$ cat src/rtl/vga_pkg.sv
// rtl/vga_pkg.sv - shared screen geometry, widths, wall bits and FSM states for the VGA box path
package vga_pkg;

   localparam int SCREEN_W  = 640;
   localparam int SCREEN_H  = 480;
   localparam int HALF_SIZE = 25;

   localparam int COORD_W = 10;
   localparam int VEL_W   = 8;
   localparam int POS_W   = 12;

   localparam int WALL_TOP    = 3;
   localparam int WALL_BOTTOM = 2;
   localparam int WALL_LEFT   = 1;
   localparam int WALL_RIGHT  = 0;

   typedef enum logic [2:0] {
      ST_IDLE,
      ST_SAMPLE,
      ST_VEL,
      ST_POS,
      ST_CLAMP,
      ST_DONE
   } box_state_t;

endpackage

$ cat src/rtl/box_motion_if.sv
// rtl/box_motion_if.sv - tilt/button inputs and box-centre outputs between display stage and box_motion
interface box_motion_if;
   import vga_pkg::*;

   logic                      frame_tick;
   logic signed [31:0]        accel_x;
   logic signed [31:0]        accel_y;
   logic                      BTNU;
   logic                      BTND;
   logic                      BTNL;
   logic                      BTNR;
   logic                      game_en;
   logic [COORD_W-1:0]        center_x;
   logic [COORD_W-1:0]        center_y;
   logic                      pos_valid;
   logic [3:0]                wall_hit;
   logic                      tick_overrun;

   modport master (
      output frame_tick, accel_x, accel_y, BTNU, BTND, BTNL, BTNR, game_en,
      input  center_x, center_y, pos_valid, wall_hit, tick_overrun
   );

   modport slave (
      input  frame_tick, accel_x, accel_y, BTNU, BTND, BTNL, BTNR, game_en,
      output center_x, center_y, pos_valid, wall_hit, tick_overrun
   );

endinterface

$ cat src/rtl/box_motion_sat_signed.sv
// rtl/box_motion_sat_signed.sv - signed saturator: clamps din to [-LIMIT, +LIMIT] and narrows to OUT_W
module sat_signed #(
   parameter int IN_W  = 32,
   parameter int OUT_W = 8,
   parameter int LIMIT = 8
) (
   input  logic signed [IN_W-1:0]  din,
   output logic signed [OUT_W-1:0] dout
);

   localparam logic signed [IN_W-1:0]  IN_HI  = IN_W'(LIMIT);
   localparam logic signed [IN_W-1:0]  IN_LO  = -IN_HI;
   localparam logic signed [OUT_W-1:0] OUT_HI = OUT_W'(LIMIT);
   localparam logic signed [OUT_W-1:0] OUT_LO = -OUT_HI;

   always_comb begin
      dout = din[OUT_W-1:0];
      if (din > IN_HI)
         dout = OUT_HI;
      else if (din < IN_LO)
         dout = OUT_LO;
   end

endmodule

$ cat src/rtl/box_motion.sv
// rtl/box_motion.sv - per-frame tilt/button velocity integration and clamped box-centre update
// Optional: define BOX_MOTION_BOUNCE_EN to reflect velocity at walls instead of zeroing it.
module box_motion
   import vga_pkg::*;
#(
   parameter int SCREEN_W    = vga_pkg::SCREEN_W,
   parameter int SCREEN_H    = vga_pkg::SCREEN_H,
   parameter int HALF_SIZE   = vga_pkg::HALF_SIZE,
   parameter int ACCEL_SHIFT = 6,
   parameter int VMAX        = 8
) (
   input logic           clk_25mHz,
   input logic           reset,
   box_motion_if.slave   bus
);

`ifdef BOX_MOTION_BOUNCE_EN
   localparam bit BOUNCE = 1'b1;
`else
   localparam bit BOUNCE = 1'b0;
`endif

   localparam logic signed [POS_W-1:0] X_MIN = POS_W'(HALF_SIZE);
   localparam logic signed [POS_W-1:0] X_MAX = POS_W'(SCREEN_W - 1 - HALF_SIZE);
   localparam logic signed [POS_W-1:0] Y_MIN = POS_W'(HALF_SIZE);
   localparam logic signed [POS_W-1:0] Y_MAX = POS_W'(SCREEN_H - 1 - HALF_SIZE);

   box_state_t                state;
   logic                      tick_q, tick_prev, tick_edge;
   logic signed [VEL_W-1:0]   ax_r, ay_r, vx, vy;
   logic signed [POS_W-1:0]   nx, ny;
   logic [COORD_W-1:0]        center_x, center_y;
   logic                      pos_valid, tick_overrun;
   logic [3:0]                wall_hit;

   logic signed [31:0]        shifted_x, shifted_y;
   logic signed [VEL_W-1:0]   tilt_x, tilt_y, btn_x, btn_y, vsat_x, vsat_y;
   logic signed [VEL_W+1:0]   sum_x, sum_y;
   logic [COORD_W-1:0]        cx_cl, cy_cl;
   logic signed [VEL_W-1:0]   vx_cl, vy_cl;
   logic [3:0]                wall_cl;

   assign tick_edge = tick_q & ~tick_prev;
   assign shifted_x = bus.accel_x >>> ACCEL_SHIFT;
   assign shifted_y = bus.accel_y >>> ACCEL_SHIFT;
   assign sum_x     = {{2{vx[VEL_W-1]}}, vx} + {{2{ax_r[VEL_W-1]}}, ax_r};
   assign sum_y     = {{2{vy[VEL_W-1]}}, vy} + {{2{ay_r[VEL_W-1]}}, ay_r};

   sat_signed #(.IN_W(32), .OUT_W(VEL_W), .LIMIT(VMAX)) u_tilt_x (.din(shifted_x), .dout(tilt_x));
   sat_signed #(.IN_W(32), .OUT_W(VEL_W), .LIMIT(VMAX)) u_tilt_y (.din(shifted_y), .dout(tilt_y));
   sat_signed #(.IN_W(VEL_W+2), .OUT_W(VEL_W), .LIMIT(VMAX)) u_vel_x (.din(sum_x), .dout(vsat_x));
   sat_signed #(.IN_W(VEL_W+2), .OUT_W(VEL_W), .LIMIT(VMAX)) u_vel_y (.din(sum_y), .dout(vsat_y));

   // Opposing buttons cancel; each contributes one px/frame of acceleration.
   always_comb begin
      btn_x = '0;
      btn_y = '0;
      case ({bus.BTNR, bus.BTNL})
         2'b10:   btn_x = VEL_W'(1);
         2'b01:   btn_x = {VEL_W{1'b1}};
         default: btn_x = '0;
      endcase
      case ({bus.BTND, bus.BTNU})
         2'b10:   btn_y = VEL_W'(1);
         2'b01:   btn_y = {VEL_W{1'b1}};
         default: btn_y = '0;
      endcase
   end

   always_comb begin
      cx_cl   = nx[COORD_W-1:0];
      cy_cl   = ny[COORD_W-1:0];
      vx_cl   = vx;
      vy_cl   = vy;
      wall_cl = '0;
      if (nx < X_MIN) begin
         cx_cl              = X_MIN[COORD_W-1:0];
         vx_cl              = BOUNCE ? -vx : '0;
         wall_cl[WALL_LEFT] = 1'b1;
      end else if (nx > X_MAX) begin
         cx_cl               = X_MAX[COORD_W-1:0];
         vx_cl               = BOUNCE ? -vx : '0;
         wall_cl[WALL_RIGHT] = 1'b1;
      end
      if (ny < Y_MIN) begin
         cy_cl             = Y_MIN[COORD_W-1:0];
         vy_cl             = BOUNCE ? -vy : '0;
         wall_cl[WALL_TOP] = 1'b1;
      end else if (ny > Y_MAX) begin
         cy_cl                = Y_MAX[COORD_W-1:0];
         vy_cl                = BOUNCE ? -vy : '0;
         wall_cl[WALL_BOTTOM] = 1'b1;
      end
   end

   always_ff @(posedge clk_25mHz or negedge reset) begin
      if (!reset) begin
         state        <= ST_IDLE;
         tick_q       <= 1'b0;
         tick_prev    <= 1'b0;
         ax_r         <= '0;
         ay_r         <= '0;
         vx           <= '0;
         vy           <= '0;
         nx           <= '0;
         ny           <= '0;
         center_x     <= COORD_W'(SCREEN_W / 2);
         center_y     <= COORD_W'(SCREEN_H / 2);
         pos_valid    <= 1'b0;
         wall_hit     <= '0;
         tick_overrun <= 1'b0;
      end else begin
         tick_q    <= bus.frame_tick;
         tick_prev <= tick_q;
         pos_valid <= 1'b0;
         // Edges arriving mid-frame are dropped, only flagged.
         if (tick_edge && state != ST_IDLE)
            tick_overrun <= 1'b1;
         case (state)
            ST_IDLE: begin
               if (tick_edge)
                  state <= ST_SAMPLE;
            end
            ST_SAMPLE: begin
               ax_r  <= tilt_x + btn_x;
               ay_r  <= tilt_y + btn_y;
               state <= ST_VEL;
            end
            ST_VEL: begin
               vx    <= bus.game_en ? vsat_x : '0;
               vy    <= bus.game_en ? vsat_y : '0;
               state <= ST_POS;
            end
            ST_POS: begin
               nx    <= $signed({2'b00, center_x}) + $signed({{(POS_W-VEL_W){vx[VEL_W-1]}}, vx});
               ny    <= $signed({2'b00, center_y}) + $signed({{(POS_W-VEL_W){vy[VEL_W-1]}}, vy});
               state <= ST_CLAMP;
            end
            ST_CLAMP: begin
               center_x  <= cx_cl;
               center_y  <= cy_cl;
               vx        <= vx_cl;
               vy        <= vy_cl;
               wall_hit  <= wall_cl;
               pos_valid <= 1'b1;
               state     <= ST_DONE;
            end
            ST_DONE: state <= ST_IDLE;
            default: state <= ST_IDLE;
         endcase
      end
   end

   assign bus.center_x     = center_x;
   assign bus.center_y     = center_y;
   assign bus.pos_valid    = pos_valid;
   assign bus.wall_hit     = wall_hit;
   assign bus.tick_overrun = tick_overrun;

endmodule

$ cat src/flat_wrapper.sv
// flat-port wrapper written by rule: the top's interface ports become plain ports
module box_motion_flat import vga_pkg::*;
#(
   parameter int SCREEN_W    = vga_pkg::SCREEN_W,
   parameter int SCREEN_H    = vga_pkg::SCREEN_H,
   parameter int HALF_SIZE   = vga_pkg::HALF_SIZE,
   parameter int ACCEL_SHIFT = 6,
   parameter int VMAX        = 8
)
  (clk_25mHz, reset, bus_frame_tick, bus_accel_x, bus_accel_y, bus_BTNU, bus_BTND, bus_BTNL, bus_BTNR, bus_game_en, bus_center_x, bus_center_y, bus_pos_valid, bus_wall_hit, bus_tick_overrun);
  box_motion_if bus_i ();
  input logic clk_25mHz;
  input logic reset;
  input wire logic [$bits(bus_i.frame_tick)-1:0] bus_frame_tick;
  input wire logic [$bits(bus_i.accel_x)-1:0] bus_accel_x;
  input wire logic [$bits(bus_i.accel_y)-1:0] bus_accel_y;
  input wire logic [$bits(bus_i.BTNU)-1:0] bus_BTNU;
  input wire logic [$bits(bus_i.BTND)-1:0] bus_BTND;
  input wire logic [$bits(bus_i.BTNL)-1:0] bus_BTNL;
  input wire logic [$bits(bus_i.BTNR)-1:0] bus_BTNR;
  input wire logic [$bits(bus_i.game_en)-1:0] bus_game_en;
  output wire logic [$bits(bus_i.center_x)-1:0] bus_center_x;
  output wire logic [$bits(bus_i.center_y)-1:0] bus_center_y;
  output wire logic [$bits(bus_i.pos_valid)-1:0] bus_pos_valid;
  output wire logic [$bits(bus_i.wall_hit)-1:0] bus_wall_hit;
  output wire logic [$bits(bus_i.tick_overrun)-1:0] bus_tick_overrun;
  assign bus_i.frame_tick = bus_frame_tick;
  assign bus_i.accel_x = bus_accel_x;
  assign bus_i.accel_y = bus_accel_y;
  assign bus_i.BTNU = bus_BTNU;
  assign bus_i.BTND = bus_BTND;
  assign bus_i.BTNL = bus_BTNL;
  assign bus_i.BTNR = bus_BTNR;
  assign bus_i.game_en = bus_game_en;
  assign bus_center_x = bus_i.center_x;
  assign bus_center_y = bus_i.center_y;
  assign bus_pos_valid = bus_i.pos_valid;
  assign bus_wall_hit = bus_i.wall_hit;
  assign bus_tick_overrun = bus_i.tick_overrun;
  box_motion #(.SCREEN_W(SCREEN_W), .SCREEN_H(SCREEN_H), .HALF_SIZE(HALF_SIZE), .ACCEL_SHIFT(ACCEL_SHIFT), .VMAX(VMAX)) u_core (.clk_25mHz(clk_25mHz), .reset(reset), .bus(bus_i));
endmodule
$ cat config.mk
export PLATFORM = sky130hd
export DESIGN_NAME = box_motion_flat
export DESIGN_NICKNAME = d
export VERILOG_FILES = /design/src/rtl/vga_pkg.sv /design/src/rtl/box_motion_if.sv /design/src/rtl/box_motion_sat_signed.sv /design/src/rtl/box_motion.sv /design/src/flat_wrapper.sv
export SDC_FILE = /design/constraint.sdc
export NUM_CORES = 1
export LEC_CHECK = 0
export ABC_CLOCK_PERIOD_IN_PS = 6300
export BUFFER_PORTS_ARGS = -buffer_cell sky130_fd_sc_hd__buf_2
export CORE_ASPECT_RATIO = 2
export CORE_MARGIN = 4
export CORE_UTILIZATION = 40
export DETAILED_ROUTE_END_ITERATION = 8
export GPL_TIMING_DRIVEN = 0
export PLACE_DENSITY = 0.56
export SETUP_SLACK_MARGIN = 0.3
export SYNTH_ARGS = -nofsm -noshare
export SYNTH_HDL_FRONTEND = slang
export SYNTH_SLANG_ARGS = --single-unit
$ cat constraint.sdc
create_clock -name clk_25mHz -period 6.3 [get_ports clk_25mHz]
set_clock_uncertainty 0.1 [all_clocks]
set_input_delay 1.26 -clock clk_25mHz [delete_from_list [all_inputs] [get_ports clk_25mHz]]
set_output_delay 1.26 -clock clk_25mHz [all_outputs]
set_load 0.05 [all_outputs]
==> results by group <==
Run status
  – Status: complete, no violations

Timing
  – Max Freq: 0.253 GHz
  – Setup TNS: 0 ns
  – Final setup violation count: 0
  – Worst Max-Slew Pin Slew: 0.619 ns
  – Final min period: roughly 4.0 ns
  – Max-Slew Margin vs Limit: between 50% and 60%
  – Setup WS post-layout: around 2.3 ns
  – Tcrit/Tclk final: ~63%
  – Final Hold Fails: 0
  – RSZ-0062 raised after global routing: no
  – Final Max Slew Viols: 0

Route
  – Vias post-DR: 5,200
  – DR top layer: met4
  – Drt pass-1 iters: 4
  – WL per Instance: 15.7 microns
  – # DRC: 0
  – Final WL: around 15 mm
  – DRT antenna net count: 0
  – DRT iter0 DRCs: 167
  – Met1 WL: between 5 and 6 mm
  – Avg Vias per Cell: around 5.6
  – Met2 WL: 8.47 mm
  – Met3 Wirelength: ~500 microns

Synthesis
  – Avg Cell Area, Syn: about 9 sq um
  – Cell count after synthesis: roughly 640
  – Asr flop ratio synth: 100%
  – Synthesis Warnings: 0
  – Syn_nets: ~770
  – Sequential area share after synthesis: 37.2%
  – Number of flops mapped to enable cells by yosys: 0
  – Synth area leader: dfrtp_1
  – Synth area leaders: dfrtp_1 35%, ha_1 12%, o21ai_0 5.7%
  – Main synth FF type: dfrtp_1
  – Post-synthesis register bit count: just under 90
  – Top-area cell type share of the netlist area: between 30% and 40%
  – Synth Cell Area: just under 0.006 sq mm
  – Synth unique cells: 66

Floorplanning
  – Core Area: 0.0144 sq mm
  – Die X: 93.6 microns
  – # IOs: 98
  – Die Height: approximately 180 microns
  – Row count: 62
  – Die area: ~0.017 sq mm
  – Initial Util: 40.9%

Clock network
  – Clock Tree Buf Depth: 2
  – CTS root buf: clkbuf_16
  – CTS Hold Bufs: 0
  – Post-cts resize count: 0
  – Num CTS Buffers: 9
  – CTS tree: done
  – # clock sinks: slightly below 90
  – Setup Buffers After CTS: 0
  – Clock transition at path regs: 0.06 ns
  – Latest clock arrival within the worst-skew pair: between 0.3 and 0.4 ns
  – CTS HTree Levels: 3

Critical path
  – Worst flop-to-flop path endpoint: u_core.vy[2]$_DFFE_PN0P_
  – Critical path arrival: 4.05 ns
  – Worst path max stage delay: 0.51 ns
  – Crit path from: bus_accel_y[19]
  – Worst Reg-to-Reg Cells: 8
  – CP Cell Sequence: buf_2 -> or4_1 -> nor4_1 -> a22o_1 -> nand2_1 -> inv_1 -> ha_1 -> a21o_1 -> a21oi_1 -> nor2b_1 -> o21a_1 -> o41a_1 -> xnor2_1 -> o21ai_0
  – Crit path max-delay family: compound AO/OA/AOI/OAI gates
  – Worst R2R Setup Slack: approximately 3.4 ns
  – CP required: between 6 and 7 ns
  – Element type at the critical path end: flip-flop
  – Crit path buffers/inverters: 2
  – CP Class: input pin to flip-flop
  – Endpoint of the worst setup timing path: u_core.ay_r[7]$_DFFE_PN0P_
  – Worst path depth: 14
  – Crit Path Max Fanout: 3
  – CP max stage cell: or4_1
  – Crit Reg-Reg Startpoint: u_core.vy[0]$_DFFE_PN0P_
  – Critical Path Start Type: input pin

Finish
  – Syn-to-layout area delta: 17.2%
  – Commonest non-fill, non-tap cells in the layout: 84 x buf_2, 81 x dfrtp_1, 75 x nand2_1
  – N_diodes: 0
  – Nets: between 800 and 900
  – Commonest non-fill, non-tap cell in the layout: buf_2
  – Final instance area: between 0.006 and 0.007 sq mm
  – Fin cells: about 940
  – Share of layout cells above drive strength 1: around 17%
  – Fillers: ~1,400

Pwr
  – PD cells: ~480 mW/mm^2
  – Worst IR Drop VDD: around 0.17 mV
  – Leak: approximately 0.0033 uW

Placement
  – Pre-CTS WS: approximately 2 ns
  – Placed inst area: between 0.006 and 0.007 sq mm
  – Dpl cells: a little over 900
  – Port Buf Inserts: 85
  – Detailed placement HPWL: about 12 mm
  – RD Place Congestion: 0.837

Global routing
  – Total Routing Usage GR: between 10% and 20%
  – Grt ovf: 0
  – Global-route wire length before repair: ~25 mm
  – Initial antenna violation count: 0
  – Vias in the first global route: roughly 5,500
  – Pin count of the biggest net entering global routing: about 70

Worst hold path
  – Hold crit path type: flip-flop to flip-flop

Run
  – Max-capacitance violation count: 0
[report_power, final]
group          leakage, uW  internal, uW  total (uW)  switching (uW)
Clock             0.000145           330         552             222
Combinational      0.00204           647        1750            1100
Sequential         0.00110           791        1000             212
Total              0.00329          1770        3300            1540
[registers in the layout, indices dropped and copies added (netlist names), 3 cells and up]
register and count:
u_core.ny 12, u_core.bus.center_x 10, u_core.ax_r 8, u_core.vy 8, u_core.bus.center_y 10, u_core.state 3
u_core.vx 8, u_core.bus.wall_hit 4, u_core.ay_r 8, u_core.nx 12
[synth_stat cells (all sizes together), types with 3 or more instances]
| master | instances |
|---|---|
| a211oi | 9 |
| a21o | 22 |
| a21oi | 28 |
| a22o | 7 |
| a31oi | 3 |
| and2 | 5 |
| buf | 3 |
| clkbuf | 16 |
| dfrtp | 81 |
| dfstp | 6 |
| fa | 6 |
| ha | 54 |
| inv | 29 |
| mux2 | 4 |
| mux2i | 3 |
| nand2 | 75 |
| nand2b | 11 |
| nand3 | 12 |
| nand4 | 14 |
| nor2 | 33 |
| nor2b | 7 |
| nor3 | 15 |
| nor3b | 6 |
| nor4 | 13 |
| o211ai | 3 |
| o21a | 9 |
| o21ai | 72 |
| o21bai | 4 |
| o22a | 3 |
| o31ai | 10 |
| o41ai | 4 |
| or3b | 3 |
| or4 | 5 |
| xnor2 | 16 |
| xor2 | 20 |
[through the flow]
step	power (uW)	utilization [%]	hold WS, ns
detailed placement	2780	45.7	0.279
global route	3590	47.9	0.314
CTS	3340	47.9	0.292
global placement	2730	45.5	0.263
floorplan	2290	-	0.255
finish	3300	47.9	0.294
[area by class of cell]
type / count / area [sq um] / area share, %
multi-input combinational: 505 / 3490 / 50.7
sequential: 87 / 2180 / 31.8
timing repair buffer: 86 / 455 / 6.63
clock buffer: 12 / 256 / 3.73
tap: 192 / 240 / 3.50
inverter: 30 / 113 / 1.64
buffer: 19 / 81.3 / 1.18
clock inverter: 4 / 53.8 / 0.783
[per-layer routing]
metal  vias to the layer above  track usage [%]
met5                         -                0
met4                         0             6.87
met3                        25             2.18
met2                       128             37.0
met1                      2510             18.9
li1                       2537                -
[logic make-up (layout without fill, tap and decap cells)]
| logic type | count (synthesis) | in the layout | share of synthesized area [%] |
|---|---|---|---|
| compound gates | 192 | 192 | 21.3 |
| xor+xnor | 36 | 36 | 5.38 |
| fa+ha+maj | 60 | 60 | 13.6 |
| buf+inv | 49 | 151 | 3.31 |
| flops | 87 | 87 | 37.2 |
| mux | 7 | 7 | 1.28 |
| simple gates | 210 | 210 | 17.9 |
[worst min path at each step]
stage                                       start                          to  slack, ns  cells past startpoint
final                     u_core.tick_q$_DFF_PN0_  u_core.tick_prev$_DFF_PN0_       0.29                      0
after detailed placement  u_core.tick_q$_DFF_PN0_  u_core.tick_prev$_DFF_PN0_       0.28                      0
after CTS                 u_core.tick_q$_DFF_PN0_  u_core.tick_prev$_DFF_PN0_       0.29                      0
after global placement    u_core.tick_q$_DFF_PN0_  u_core.tick_prev$_DFF_PN0_       0.26                      0
after global routing      u_core.tick_q$_DFF_PN0_  u_core.tick_prev$_DFF_PN0_       0.31                      0
after floorplan           u_core.tick_q$_DFF_PN0_  u_core.tick_prev$_DFF_PN0_       0.25                      0
Power figures use the tool's default switching activity.
